===== config.mk =====
export PLATFORM = sky130hd
export DESIGN_NAME = global_lock_arbiter
export DESIGN_NICKNAME = d
export VERILOG_FILES = /design/src/rtl/global_lock_arbiter_pkg.sv /design/src/rtl/global_lock_arbiter_mem_2r1w.sv /design/src/rtl/global_lock_arbiter.sv
export SDC_FILE = /design/constraint.sdc
export NUM_CORES = 2
export LEC_CHECK = 0
export CORE_MARGIN = 2
export CORE_UTILIZATION = 60
export CTS_BUF_LIST = sky130_fd_sc_hd__clkbuf_8
export CTS_CLUSTER_SIZE = 14
export DETAILED_ROUTE_END_ITERATION = 10
export HOLD_SLACK_MARGIN = 0.02
export PLACE_DENSITY = 0.78
export SETUP_SLACK_MARGIN = 0.1
export SYNTH_ARGS = -nofsm -noshare
export SYNTH_HDL_FRONTEND = slang
export SYNTH_SLANG_ARGS = --single-unit

===== constraint.sdc =====
create_clock -name clk -period 13.08 [get_ports clk]
set_input_delay 3.27 -clock clk [delete_from_list [all_inputs] [get_ports clk]]
set_output_delay 3.27 -clock clk [all_outputs]
set_load 0.01 [all_outputs]

===== src/rtl/global_lock_arbiter_pkg.sv =====
// Shared definitions for the global lock arbiter: FSM state encoding, owner codes
// and default memory geometry.
package global_lock_arbiter_pkg;

    localparam int unsigned DEF_ADDR_W   = 6;
    localparam int unsigned DEF_DATA_W   = 32;
    localparam int unsigned DEF_MAX_HOLD = 255;

    localparam logic [1:0] OWNER_NONE  = 2'b00;
    localparam logic [1:0] OWNER_CORE0 = 2'b01;
    localparam logic [1:0] OWNER_CORE1 = 2'b10;

    typedef enum logic [1:0] {
        IDLE = 2'b00,
        OWN0 = 2'b01,
        OWN1 = 2'b10
    } state_e;

    function automatic logic [1:0] owner_code(input state_e s);
        case (s)
            OWN0:    return OWNER_CORE0;
            OWN1:    return OWNER_CORE1;
            default: return OWNER_NONE;
        endcase
    endfunction

endpackage


===== src/rtl/global_lock_arbiter_mem_2r1w.sv =====
// Global data memory: two synchronous read ports, one write port, read-before-write.
// Array contents survive reset; only the read registers are cleared.
module global_mem_2r1w
    import global_lock_arbiter_pkg::*;
#(
    parameter int unsigned ADDR_W = DEF_ADDR_W,
    parameter int unsigned DATA_W = DEF_DATA_W
) (
    input  logic              clk,
    input  logic              rst,
    input  logic              we_i,
    input  logic [ADDR_W-1:0] waddr_i,
    input  logic [DATA_W-1:0] wdata_i,
    input  logic [ADDR_W-1:0] raddr0_i,
    input  logic [ADDR_W-1:0] raddr1_i,
    output logic [DATA_W-1:0] rdata0_o,
    output logic [DATA_W-1:0] rdata1_o
);

    logic [DATA_W-1:0] mem_q [0:(2**ADDR_W)-1];

    always_ff @(posedge clk) begin
        if (we_i) begin
            mem_q[waddr_i] <= wdata_i;
        end
    end

    always_ff @(posedge clk) begin
        if (rst) begin
            rdata0_o <= '0;
            rdata1_o <= '0;
        end else begin
            rdata0_o <= mem_q[raddr0_i];
            rdata1_o <= mem_q[raddr1_i];
        end
    end

endmodule


===== src/rtl/global_lock_arbiter.sv =====
// Two-core mutual-exclusion lock arbiter with hold watchdog, owner-filtered write
// port and per-core registered read-back of the shared global memory.
module global_lock_arbiter
    import global_lock_arbiter_pkg::*;
#(
    parameter int unsigned ADDR_W   = DEF_ADDR_W,
    parameter int unsigned DATA_W   = DEF_DATA_W,
    parameter int unsigned MAX_HOLD = DEF_MAX_HOLD
) (
    input  logic              clk,
    input  logic              rst,
    input  logic              need_lock_0,
    input  logic              need_lock_1,
    input  logic [ADDR_W-1:0] gaddress_0,
    input  logic [ADDR_W-1:0] gaddress_1,
    input  logic [DATA_W-1:0] gdata_0,
    input  logic [DATA_W-1:0] gdata_1,
    input  logic              gwren_0,
    input  logic              gwren_1,
    output logic              lock_0,
    output logic              lock_1,
    output logic [DATA_W-1:0] gq_0,
    output logic [DATA_W-1:0] gq_1,
    output logic [1:0]        owner,
    output logic              hold_timeout,
    output logic              wr_conflict
);

    localparam int unsigned      CNT_W    = $clog2(MAX_HOLD + 1);
    localparam logic [CNT_W-1:0] HOLD_MAX = CNT_W'(MAX_HOLD);

    state_e            state_q, state_d;
    logic              last_owner_q, last_owner_d;   // 1 = core 1 was granted last
    logic [CNT_W-1:0]  hold_cnt_q, hold_cnt_d;
    logic              timeout_q, timeout_d;
    logic              conflict_q, conflict_d;
    logic              entering;
    logic              we;
    logic [ADDR_W-1:0] waddr;
    logic [DATA_W-1:0] wdata;

    always_ff @(posedge clk) begin
        if (rst) begin
            state_q      <= IDLE;
            last_owner_q <= 1'b1;
            hold_cnt_q   <= '0;
            timeout_q    <= 1'b0;
            conflict_q   <= 1'b0;
        end else begin
            state_q      <= state_d;
            last_owner_q <= last_owner_d;
            hold_cnt_q   <= hold_cnt_d;
            timeout_q    <= timeout_d;
            conflict_q   <= conflict_d;
        end
    end

    always_comb begin
        state_d = state_q;
        case (state_q)
            IDLE: begin
                if (need_lock_0 && need_lock_1) state_d = last_owner_q ? OWN0 : OWN1;
                else if (need_lock_0)           state_d = OWN0;
                else if (need_lock_1)           state_d = OWN1;
            end
            OWN0: if (!need_lock_0) state_d = need_lock_1 ? OWN1 : IDLE;
            OWN1: if (!need_lock_1) state_d = need_lock_0 ? OWN0 : IDLE;
            default: state_d = IDLE;
        endcase

        // Entry includes direct handover, so the new owner gets a fresh hold window.
        entering     = (state_d != IDLE) && (state_d != state_q);
        last_owner_d = entering ? (state_d == OWN1) : last_owner_q;

        if (state_d == IDLE)            hold_cnt_d = '0;
        else if (entering)              hold_cnt_d = CNT_W'(1);
        else if (hold_cnt_q != HOLD_MAX) hold_cnt_d = hold_cnt_q + CNT_W'(1);
        else                            hold_cnt_d = hold_cnt_q;

        timeout_d = (state_d != IDLE) && (hold_cnt_d == HOLD_MAX)
                    && (entering || (hold_cnt_q != HOLD_MAX));
    end

    always_comb begin
        we         = 1'b0;
        waddr      = gaddress_0;
        wdata      = gdata_0;
        conflict_d = 1'b0;
        case (state_q)
            OWN0: begin
                we         = gwren_0;
                conflict_d = gwren_1;
            end
            OWN1: begin
                we         = gwren_1;
                waddr      = gaddress_1;
                wdata      = gdata_1;
                conflict_d = gwren_0;
            end
            default: begin
                if (gwren_0) begin
                    we         = 1'b1;
                    conflict_d = gwren_1;
                end else if (gwren_1) begin
                    we    = 1'b1;
                    waddr = gaddress_1;
                    wdata = gdata_1;
                end
            end
        endcase
        if (rst) we = 1'b0;
    end

    global_mem_2r1w #(
        .ADDR_W (ADDR_W),
        .DATA_W (DATA_W)
    ) u_mem (
        .clk      (clk),
        .rst      (rst),
        .we_i     (we),
        .waddr_i  (waddr),
        .wdata_i  (wdata),
        .raddr0_i (gaddress_0),
        .raddr1_i (gaddress_1),
        .rdata0_o (gq_0),
        .rdata1_o (gq_1)
    );

    assign lock_0       = (state_q == OWN1);
    assign lock_1       = (state_q == OWN0);
    assign owner        = owner_code(state_q);
    assign hold_timeout = timeout_q;
    assign wr_conflict  = conflict_q;

endmodule


# [Yosys cells after proc, flatten, opt, wreduce, memory -nomap -nowiden]
# Memories as Yosys holds them, arrays and structs flattened. A register that Yosys moved wholly into a read port is not among the register bits.
# Index checks and enable logic that the tools add are counted.
# W data, S select, Z words.
[totals] n_memories=1 regBits=13 ram_bits=2048 out_inout_bits=70 word_cells=48 inputBits=82
[mem_list] memory="u_mem.mem_q" depth=64 word_bits=32 rd=2 rd_clocked_by_memory_dff=2 write_ports=1 line="global_lock_arbiter_mem_2r1w.sv:20" text="logic [DATA_W-1:0] mem_q [0:(2**ADDR_W)-1];"
[classes] mux=27 reduce_logical=8 eq_ne=6 addsub=1
[op_table] op="$mux W32" count=2
[op_table] op="$pmux W32 S2" count=1
[op_table] op="$mux W8" count=3
[op_table] op="$mux W2" count=7
[op_table] op="$mux W6" count=2
[op_table] op="$pmux W6 S2" count=1
[op_table] op="$add A8 B1 Y8 const B" count=1
[op_table] op="$eq A8 B8 Y1 const B" count=1
[op_table] op="$ne A8 B8 Y1 const B" count=1
[op_table] op="$mux W1" count=7
[op_table] op="$pmux W2 S3" count=1
[op_table] op="$eq A2 B2 Y1 const B" count=2
[op_table] op="$logic_and A1 B1 Y1" count=4
[op_table] op="$logic_not A2 Y1" count=2
[op_table] op="$pmux W1 S2" count=2
[op_table] op="$pmux W2 S2" count=1
[op_table] op="$eq A2 B1 Y1 const B" count=1
[op_table] op="$ne A2 B2 Y1" count=1
[op_table] op="$reduce_bool A2 Y1" count=1
[op_table] op="$logic_or A1 B1 Y1" count=1

# [Logic depth before layout (Yosys ltp)]
[logic_depth] ltp_word=11 depth_mapped=12 mapped_depth_nobuf=9

# [By module]
# From an unflattened synthesis, not the netlist that was laid out.
[hier_totals] cells_unflattened=4837 hier_area_um2=98624.6
[by_module_without_submodules] module="global_mem_2r1w" area_each_um2=96630.2 seq_area_each_um2=62780.2 cells_per_inst=4572 n_inst=1
[by_module_without_submodules] module="global_lock_arbiter" area_each_um2=1994.4 seq_area_each_um2=260.2 cells_per_inst=265 n_inst=1

# [Worst setup path before layout]
# OpenSTA, ideal clock, no wires.
[synth_path] path_type="input-to-reg" from="input port gwren_1" to="memory u_mem.mem_q[0][0] (netlist name), data pin" stages=6 t_required_ns=12.532 n_path_buf=3 slack_ns=6.421 arrival_time_ns=6.111 setup_time_ns=0.548 cell_sequence="nor2b_1 clkbuf_1 clkbuf_1 buf_2 mux2i_1 a21oi_1"
[synth_via] elab_chain_len=3
[synth_rtl] element="start: declaration" line="global_lock_arbiter.sv:19" text="input logic gwren_1,"
[synth_rtl] element="$mux W32" line="global_lock_arbiter.sv:104" text="end else if (gwren_1) begin"
[synth_rtl] element="$mux W32" line="global_lock_arbiter.sv:101" text="if (gwren_0) begin"
[synth_rtl] element="$pmux W32 S2" line="global_lock_arbiter.sv:89" text="case (state_q)"
[synth_rtl] element="named net u_mem.wdata_i[0]" line="global_lock_arbiter_mem_2r1w.sv:13" text="input logic [DATA_W-1:0] wdata_i,"
[synth_rtl] element="end: declaration" line="global_lock_arbiter_mem_2r1w.sv:20"
# The timed path passes the listed nets, and every way through them passes these cells.

# [Worst setup path in the final report]
[layout_path] from="input port gaddress_1[4]" to="memory u_mem.mem_q[28][11] (netlist name), enable pin"
[layout_via] elab_chain_len=3
[layout_rtl] element="start: declaration" line="global_lock_arbiter.sv:15" text="input logic [ADDR_W-1:0] gaddress_1,"
[layout_rtl] element="$mux W6" line="global_lock_arbiter.sv:104"
[layout_rtl] element="$mux W6" line="global_lock_arbiter.sv:101"
[layout_rtl] element="$pmux W6 S2 (*)" line="global_lock_arbiter.sv:89"
# Mark *: on every way between the ends. The rest lies on a longest branch, timed or not.

==> flow_metrics.env <==
export IMPL_path_clk_slew_ns=0.06
export IMPL_path_class="input pin to register"
export IMPL_rsz0062_at_grt="no"
export IMPL_gp_congestion=0.898
export IMPL_synth_top_area_share_pct=62.5
export IMPL_post_cts_buffers=0
export IMPL_cts_buffer_depth=4
export IMPL_ys_ff_latch=2125
export IMPL_worstPathMaxFanout=28
export IMPL_drive_above_1_share_pct=34.9
export IMPL_fill_cells=10100
export IMPL_multiInputGateArea_sq_mm=0.0341
export IMPL_hpwlAfterDp_um=177000
export IMPL_fp_coreArea_sq_mm=0.163
export IMPL_grt_max_degree=123
export IMPL_synth_distinct_cells=62
export IMPL_dr_pass1_iters=9
export IMPL_synth_largest_area_cell="edfxtp_1"
export IMPL_drv_slew=0
export IMPL_yosysSeqAreaShare_pct=64.1
export IMPL_synthCells=4845
export IMPL_fin_skew_ns=0.0759
export IMPL_max_stage_delay_ns=1.02
export IMPL_p_per_area_mw_per_mm2=150
export IMPL_synth_edff_count=2048
export IMPL_cts_resized=0
export IMPL_drt_wl_total_um=315000
export IMPL_worstReg2RegEnd="u_mem.mem_q[2][2]"
export IMPL_peakVddDrop_v=0.000167
export IMPL_setup_tns_ns=0
export IMPL_clock_latency_ns=1.10
export IMPL_syn_avg_cell_area_sq_um=20.3
export IMPL_cts_root_buf="clkbuf_8"
export IMPL_synth_area_top_cells="edfxtp_1, mux4_2, mux2i_1, dfxtp_1, a22oi_1"
export IMPL_path_cells="buf_2 -> buf_4 -> inv_2 -> o21ai_0 -> nand2_1 -> o21a_1 -> nor2_1 -> nand2_1 -> nor2_4 -> buf_4"
export IMPL_max_cap_viol_count=0
export IMPL_die_area_sq_mm=0.167
export IMPL_dieWidth_um=409
export IMPL_antenna_found_initial=18
export IMPL_fin_crit_sh_pct=52.2
export IMPL_hold_viol_final=0
export IMPL_drt_vias_per_instance=7.79
export IMPL_arrival_ns=7.52
export IMPL_ios=152
export IMPL_end_kind="register"
export IMPL_dpl_cell_area_sq_mm=0.103
export IMPL_whs_endpoint="hold_cnt_q[1]"
export IMPL_grt_pass1_wl_um=437000
export IMPL_async_flop_share_pct=0
export IMPL_grt_overflow=0
export IMPL_nets=5244
export IMPL_hold_class="register to register"
export IMPL_status="complete, no violations"
export IMPL_hold_buffers=0
export IMPL_start_util_pct=60.5
export IMPL_reg2reg_slack_ns=6.75
export IMPL_crit_required_ns=13.77
export IMPL_synth_ff_type="edfxtp_1"
export IMPL_worstHoldPathCells=2
export IMPL_synth_net_count=4934
export IMPL_grt_usage_pct=37.9
export IMPL_vias=59300
export IMPL_drt_iter0_drc=12000
export IMPL_hold_start="hold_cnt_q[1]"
export IMPL_fmax_mhz=146
export IMPL_layout_area_seq_sq_mm=0.0630
export IMPL_grt_pass1_vias=58000
export IMPL_area_growth_pct=11.3
export IMPL_start_kind="input pin"
export IMPL_cts_tree="yes"
export IMPL_cts_sinks=2125
export IMPL_portBuffers=151
export IMPL_routedWlPerCell_um=41.4
export IMPL_slowest_stage="nor2_4"
export IMPL_design_area_sq_mm=0.110
export IMPL_slew_limit_headroom_pct=7.98
export IMPL_r2r_start="state_q[0]"
export IMPL_cts_buffers=357
export IMPL_min_period_ns=6.83
export IMPL_r2r_cells=8
export IMPL_antenna_left=0
export IMPL_chipHeight_um=409
export IMPL_p_leak_uw=0.0350
export IMPL_finalSetupViolCount=0
export IMPL_syn_area_sq_mm=0.0984
export IMPL_h_tree_depth=5
export IMPL_worstMarginPinSlew_ns=1.38
export IMPL_synth_yosys_warnings=0
export IMPL_fp_row_count=148
export IMPL_drc=0
[registers in the layout, indices dropped and copies added, names as in the netlist]
register        count
u_mem.rdata1_o     32
last_owner_q        1
hold_timeout        1
u_mem.rdata0_o     32
wr_conflict         1
u_mem.mem_q      2048
hold_cnt_q          8
state_q             2
[power breakdown]
| part | internal [uW] | switching, uW |
|---|---|---|
| combinational | 674 | 1670 |
| sequential | 8320 | 57.6 |
| clock | 2940 | 2720 |
| total | 11900 | 4450 |
[stage by stage]
stage	util, %	total power, uW	hold WS [ns]	setup slack [ns]	cells
2_1_floorplan	-	9830	0.511	6.42	4845
3_3_place_gp	63.2	10700	0.537	5.54	6971
3_5_place_dp	63.2	10800	0.552	5.55	6971
4_1_cts	67.3	16300	0.564	6.53	7602
5_1_grt	67.3	16800	0.589	6.41	7603
6_report	67.3	16400	0.563	6.25	7615
[final cells by class]
type | count | area share (%)
Timing Repair Buffer | 333 | 2.71
Antenna cell | 13 | 0.0297
Inverter | 11 | 0.0468
Tap cell | 2175 | 2.48
Clock buffer | 384 | 4.83
Multi-Input combinational cell | 2327 | 31.1
Clock inverter | 247 | 1.22
Sequential cell | 2125 | 57.6
[cells in the final DEF, fill, tap and decap left out, types with 41 or more instances in the layout]
master and n:
mux2i_1 332, buf_4 176, inv_1 111, a22oi_1 87, o21ai_0 66, nor2_4 69
clkinv_1 69, clkbuf_8 384, dfxtp_1 77, nor2_1 61, a21oi_1 68, clkinv_2 56
edfxtp_1 2048, clkdlybuf4s50_1 139, a221oi_1 54, mux4_2 1083, nand2_1 142, nand3_1 41
[metal layers]
| layer | wire (um) | share of wire, % | GRT usage (%) |
|---|---|---|---|
| met1 | 102000 | 32 | 50.6 |
| met4 | 19700 | 6.3 | 20.7 |
| met5 | 85 | 0.027 | 0 |
| met3 | 54300 | 17 | 15.0 |
| met2 | 139000 | 44 | 53.9 |
[critical path, delay by kind of cell]
kind	cells	cell delay (ns)
AND/OR/NAND/NOR	4	1.79
AO/OA/AOI/OAI	2	0.66
buffers and inverters	4	1.71
[cells by family after synthesis]
family / Yosys count / synth area share [%]
AO/OA/AOI/OAI: 466 / 3.25
XOR/XNOR: 1 / 0.00890
adder cells (fa/ha/maj): 7 / 0.0890
buffers and inverters: 393 / 2.22
flip-flops: 2125 / 64.1
multiplexers: 1449 / 28.6
AND/OR/NAND/NOR: 404 / 1.81
[worst max path at each step]
stage	to	slack, ns	cells after the start	start
2_1_floorplan	u_mem.mem_q[0][0]	6.42	6	gwren_1
3_5_place_dp	u_mem.mem_q[48][24]	5.55	9	gaddress_1[4]
6_report	u_mem.mem_q[28][11]	6.25	10	gaddress_1[4]
5_1_grt	lock_0	6.41	3	state_q[0]
4_1_cts	lock_0	6.53	3	state_q[0]
3_3_place_gp	u_mem.mem_q[28][22]	5.54	10	gaddress_1[4]
[Yosys cell counts, types with 36 or more instances]
master	count
a22oi_1	87
nand3_1	41
nor2_1	131
buf_2	110
nand2_1	142
clkbuf_1	123
edfxtp_1	2048
dfxtp_1	77
buf_4	77
mux2i_1	332
buf_1	36
o21ai_0	66
a221oi_1	54
a21oi_1	99
mux4_2	1083
No activity file was read; power rests on OpenSTA's default activity.
